### config.mk
export PLATFORM = sky130hd
export DESIGN_NAME = vga_scan_flat
export DESIGN_NICKNAME = d
export VERILOG_FILES = /design/src/rtl/vga_scan_if.sv /design/src/rtl/vga_scan.sv /design/src/flat_wrapper.sv
export SDC_FILE = /design/constraint.sdc
export NUM_CORES = 1
export LEC_CHECK = 0
export ABC_AREA = 1
export BUFFER_PORTS_ARGS = -buffer_cell sky130_fd_sc_hd__buf_2
export CAP_MARGIN = 10
export CORE_ASPECT_RATIO = 2
export CORE_MARGIN = 2
export CORE_UTILIZATION = 31
export DETAILED_ROUTE_END_ITERATION = 16
export PLACE_DENSITY = 0.47
export SYNTH_ARGS = -nofsm -noshare
export SYNTH_HDL_FRONTEND = slang
export SYNTH_SLANG_ARGS = --single-unit
### constraint.sdc
create_clock -name clk -period 1.9 [get_ports clk]
set_input_delay 0.38 -clock clk [delete_from_list [all_inputs] [get_ports clk]]
set_output_delay 0.38 -clock clk [all_outputs]
set_load 0.01 [all_outputs]
### src/rtl/vga_scan_if.sv
// Scan-side bundle between the VGA timing generator and the colour mask.
// The master drives the pixel position and the video outputs. The slave returns the colour for that position.
interface vga_scan_if;
    logic [9:0] px;
    logic [9:0] py;
    logic [2:0] col;
    logic [2:0] rgb;
    logic       hsync;
    logic       vsync;
    logic       video_on;
    logic       frame_start;

    modport master (
        output px, py, rgb, hsync, vsync, video_on, frame_start,
        input  col
    );

    modport slave (
        input  px, py, rgb, hsync, vsync, video_on, frame_start,
        output col
    );
endinterface

### src/rtl/vga_scan.sv
// VGA raster generator. It drives px/py and samples col on each pixel tick.
// rgb, syncs and video_on appear one tick after their px/py. There is no backpressure: col is only sampled on the tick.
module vga_scan #(
    parameter int CLK_DIV  = 2,
    parameter int H_ACTIVE = 640,
    parameter int H_FP     = 16,
    parameter int H_SYNC   = 96,
    parameter int H_BP     = 48,
    parameter int V_ACTIVE = 480,
    parameter int V_FP     = 10,
    parameter int V_SYNC   = 2,
    parameter int V_BP     = 33
) (
    input  logic       clk,
    input  logic       rst,
    vga_scan_if.master vif
);
    localparam int H_TOTAL = H_ACTIVE + H_FP + H_SYNC + H_BP;
    localparam int V_TOTAL = V_ACTIVE + V_FP + V_SYNC + V_BP;
    localparam int DW      = (CLK_DIV > 1) ? $clog2(CLK_DIV) : 1;

    localparam logic [DW-1:0] DIV_LAST = DW'(CLK_DIV - 1);
    localparam logic [9:0] H_LAST  = 10'(H_TOTAL - 1);
    localparam logic [9:0] V_LAST  = 10'(V_TOTAL - 1);
    localparam logic [9:0] H_ACT   = 10'(H_ACTIVE);
    localparam logic [9:0] V_ACT   = 10'(V_ACTIVE);
    localparam logic [9:0] HS_LO   = 10'(H_ACTIVE + H_FP);
    localparam logic [9:0] HS_HI   = 10'(H_ACTIVE + H_FP + H_SYNC);
    localparam logic [9:0] VS_LO   = 10'(V_ACTIVE + V_FP);
    localparam logic [9:0] VS_HI   = 10'(V_ACTIVE + V_FP + V_SYNC);

    logic [DW-1:0] div;
    logic [9:0]    hcnt;
    logic [9:0]    vcnt;
    logic          tick;
    logic          h_last;
    logic          v_last;
    logic          active;
    logic          hs_raw;
    logic          vs_raw;

    assign tick   = (div == DIV_LAST);
    assign h_last = (hcnt == H_LAST);
    assign v_last = (vcnt == V_LAST);
    assign active = (hcnt < H_ACT) && (vcnt < V_ACT);
    assign hs_raw = !((hcnt >= HS_LO) && (hcnt < HS_HI));
    assign vs_raw = !((vcnt >= VS_LO) && (vcnt < VS_HI));

    assign vif.px = hcnt;
    assign vif.py = vcnt;

    always_ff @(posedge clk or posedge rst) begin
        if (rst) begin
            div  <= '0;
            hcnt <= '0;
            vcnt <= '0;
        end else begin
            div <= tick ? '0 : div + 1'b1;
            if (tick) begin
                if (h_last) begin
                    hcnt <= '0;
                    vcnt <= v_last ? '0 : vcnt + 10'd1;
                end else begin
                    hcnt <= hcnt + 10'd1;
                end
            end
        end
    end

    // All outputs reflect the counters as they were before this tick's advance.
    always_ff @(posedge clk or posedge rst) begin
        if (rst) begin
            vif.rgb         <= 3'b000;
            vif.hsync       <= 1'b1;
            vif.vsync       <= 1'b1;
            vif.video_on    <= 1'b0;
            vif.frame_start <= 1'b0;
        end else begin
            vif.frame_start <= tick && h_last && v_last;
            if (tick) begin
                vif.rgb      <= active ? vif.col : 3'b000;
                vif.hsync    <= hs_raw;
                vif.vsync    <= vs_raw;
                vif.video_on <= active;
            end
        end
    end
endmodule

### src/flat_wrapper.sv
// flat-port wrapper written by rule: the top's interface ports become plain ports
module vga_scan_flat 
#(
    parameter int CLK_DIV  = 2,
    parameter int H_ACTIVE = 640,
    parameter int H_FP     = 16,
    parameter int H_SYNC   = 96,
    parameter int H_BP     = 48,
    parameter int V_ACTIVE = 480,
    parameter int V_FP     = 10,
    parameter int V_SYNC   = 2,
    parameter int V_BP     = 33
)
  (clk, rst, vif_px, vif_py, vif_rgb, vif_hsync, vif_vsync, vif_video_on, vif_frame_start, vif_col);
  vga_scan_if vif_i ();
  input  logic clk;
  input  logic rst;
  output wire logic [$bits(vif_i.px)-1:0] vif_px;
  output wire logic [$bits(vif_i.py)-1:0] vif_py;
  output wire logic [$bits(vif_i.rgb)-1:0] vif_rgb;
  output wire logic [$bits(vif_i.hsync)-1:0] vif_hsync;
  output wire logic [$bits(vif_i.vsync)-1:0] vif_vsync;
  output wire logic [$bits(vif_i.video_on)-1:0] vif_video_on;
  output wire logic [$bits(vif_i.frame_start)-1:0] vif_frame_start;
  input wire logic [$bits(vif_i.col)-1:0] vif_col;
  assign vif_px = vif_i.px;
  assign vif_py = vif_i.py;
  assign vif_rgb = vif_i.rgb;
  assign vif_hsync = vif_i.hsync;
  assign vif_vsync = vif_i.vsync;
  assign vif_video_on = vif_i.video_on;
  assign vif_frame_start = vif_i.frame_start;
  assign vif_i.col = vif_col;
  vga_scan #(.CLK_DIV(CLK_DIV), .H_ACTIVE(H_ACTIVE), .H_FP(H_FP), .H_SYNC(H_SYNC), .H_BP(H_BP), .V_ACTIVE(V_ACTIVE), .V_FP(V_FP), .V_SYNC(V_SYNC), .V_BP(V_BP)) u_core (.clk(clk), .rst(rst), .vif(vif_i));
endmodule
==> run metrics <==
syn avg cell area ~8.3 um^2; CTS root buf clkbuf_8; DRT antenna net count 0; final WL 3.337 mm; ratio of cells with drive above 1 in the final layout a little under a quarter; kind of critical path flip-flop to flip-flop; status complete, no violations; area fraction of the dominant cell type after synthesis 42.90%; core outline area 4775 um^2; Synth Warn # 0; initial DRC count 26; clk sinks 28; GPL Wtd Cong 0.7640; FMAX 603.1 MHz; vias per cell 4.723; Setup TNS 0 ns; Initial Utilization 31.76%; die area 5501 um^2; Commonest cells post-synth nand2_1, dfrtp_1, inv_1; Cell Pwr Density 565.7 nW/um^2; top cell type by total area after synthesis dfrtp_1; #FFs+latches synth 28; vias in the first global route ~1200; first-pass GRT wire length about 5.5 mm; Tot GR Track Use between 10% and 20%; row count 36; Setup crit start kind flip-flop; EDFF count, synth 0; Clk Latency, worst-skew pair ~0.27 ns; ant diodes 0; setup violators final 0; port bufs 31; Synth Instances 182; maximum VDD drop ~430 uV; CTS H-tree depth 1; CTS buffer count 3; P&R area growth vs syn 16.34%; Final Critical Period 1.658 ns; total grt overflow 0; final core occ around 37%; Worst Skew 0.002616 ns; leak pwr around 0.87 nW; max cap viols 0; post-cts sizing count 0; hold_buf cts 0; final hold violation count 0; Max Root-Sink Buffers 2; Seq/Total Area, Yosys 46.37%; TritonCTS clock tree built; top_reg_cell synth dfrtp_1; period utilization 87.26%; initial antenna violation count 0; most numerous cell in the Yosys netlist nand2_1; clock transition at the registers of the reported paths 0.10 ns; drt drc 0; fin nets 224; die height 102.9 um; Worst setup EP type flip-flop; Worst EP required between 2 and 2.5 ns; hpwl dp 2.476 mm; RSZ-0062 raised after global routing no; slew margin rel. ~73%; DR pass1 iterations 4; FFs w/ async S/R, synth 100.0%; WP data arrival between 1.5 and 2 ns; transition time of the tightest slew-check pin 0.4037 ns; WL/cell between 10 and 15 um; Net Count, Synth 191; Die W 53.46 um; Ports 32; largest net degree at the start of global routing 29; Synth area leaders dfrtp_1, nand2_1, inv_1; hold_ws 0.1578 ns; Worst Path Max Fanout 14; Post-CTS Setup Bufs 0; via count 1280; Worst Hold Class primary input to async pin; Synth Cell Area approximately 1500 um^2; Synth cell types 30; Slew Viols, Final 0
-- worst paths after layout --
kind	from	to	slack (ns)	depth (start not counted)
worst max-delay path	u_core.vif.px[1]$_DFFE_PP0P_	u_core.vif.py[7]$_DFFE_PP0P_	0.24	6
worst min-delay path	rst	u_core.vif.py[9]$_DFFE_PP0P_	0.16	3
worst max register to register	u_core.vif.px[1]$_DFFE_PP0P_	u_core.vif.py[7]$_DFFE_PP0P_	0.24	6
worst min register to register	u_core.vif.rgb[2]$_DFFE_PP0P_	u_core.vif.rgb[2]$_DFFE_PP0P_	0.48	2
max in group asynchronous	rst	u_core.vif.hsync$_DFFE_PP1P_	1.44	3
min in group clk	vif_col[2]	u_core.vif.rgb[2]$_DFFE_PP0P_	0.29	3
-- cells by family after synthesis --
| group | synth area share (%) |
|---|---|
| adder cells (fa/ha/maj) | 3.300 |
| AO/OA/AOI/OAI | 7.261 |
| flip-flops | 46.37 |
| XOR/XNOR | 2.311 |
| buffers and inverters | 9.159 |
| AND/OR/NAND/NOR | 31.60 |
-- stage by stage --
step | setup WS, ns | power (W) | cell area (um^2) | cells
after floorplan | 0.5122 | 0.0006249 | 1516 | 182
after global placement | 0.2964 | 0.0006382 | 1709 | 267
after detailed placement | 0.2415 | 0.0006382 | 1709 | 267
after CTS | 0.2286 | 0.001017 | 1764 | 271
after global routing | 0.1185 | 0.001040 | 1764 | 271
final | 0.2420 | 0.0009981 | 1764 | 271
-- routing by layer --
layer  vias to the layer above  GRT usage, %  routed length (um)
met4                         0         4.734                  44
li1                        647             -                   -
met5                         -             0                   0
met2                        25         21.84                1700
met3                         4         1.304                  99
met1                       604         17.76                1493
-- placed cells by master (no fill, tap or decap), types with 4 or more instances in the layout --
| master | count |
|---|---|
| a21oi_1 | 5 |
| dfrtp_1 | 26 |
| buf_2 | 31 |
| nand3_1 | 14 |
| nor2_1 | 20 |
| nand2_1 | 39 |
| o21ai_0 | 4 |
| o21ai_1 | 6 |
| clkbuf_8 | 4 |
| ha_1 | 4 |
| inv_1 | 24 |
| nand4_1 | 5 |
-- report_power, final --
group	total [W]	switching [W]	leakage (nW)	internal, W
sequential	0.000600	0.00000156	0.358	0.000599
combinational	0.0000246	0.0000169	0.480	0.00000774
clock	0.000373	0.000188	0.0288	0.000185
total	0.000998	0.000206	0.867	0.000792
-- critical path, stage by stage, from the launching register on --
cell and delay (ns):
dfrtp_1 0.40, ha_1 0.20, nand2_1 0.08, nor2_2 0.17
nand4_2 0.37, nor3_1 0.26, nor2_1 0.07
-- state kept, by name, indices dropped and copies added, names as in the netlist --
register	cells
u_core.div	1
u_core.vif.hsync	1
u_core.vif.video_on	1
u_core.vif.frame_start	1
u_core.vif.py	10
u_core.vif.px	10
u_core.vif.vsync	1
u_core.vif.rgb	3
-- area by class of cell --
cell class              count  area [um^2]
repair buffers             32        162.7
flip-flops and latches     28        703.2
fillers                   565         3010
multi-input cells         124        674.4
well taps                  57        71.32
clock buffers               4        55.05
inverters                  26        97.59
No activity file was read; power rests on OpenSTA's default activity.
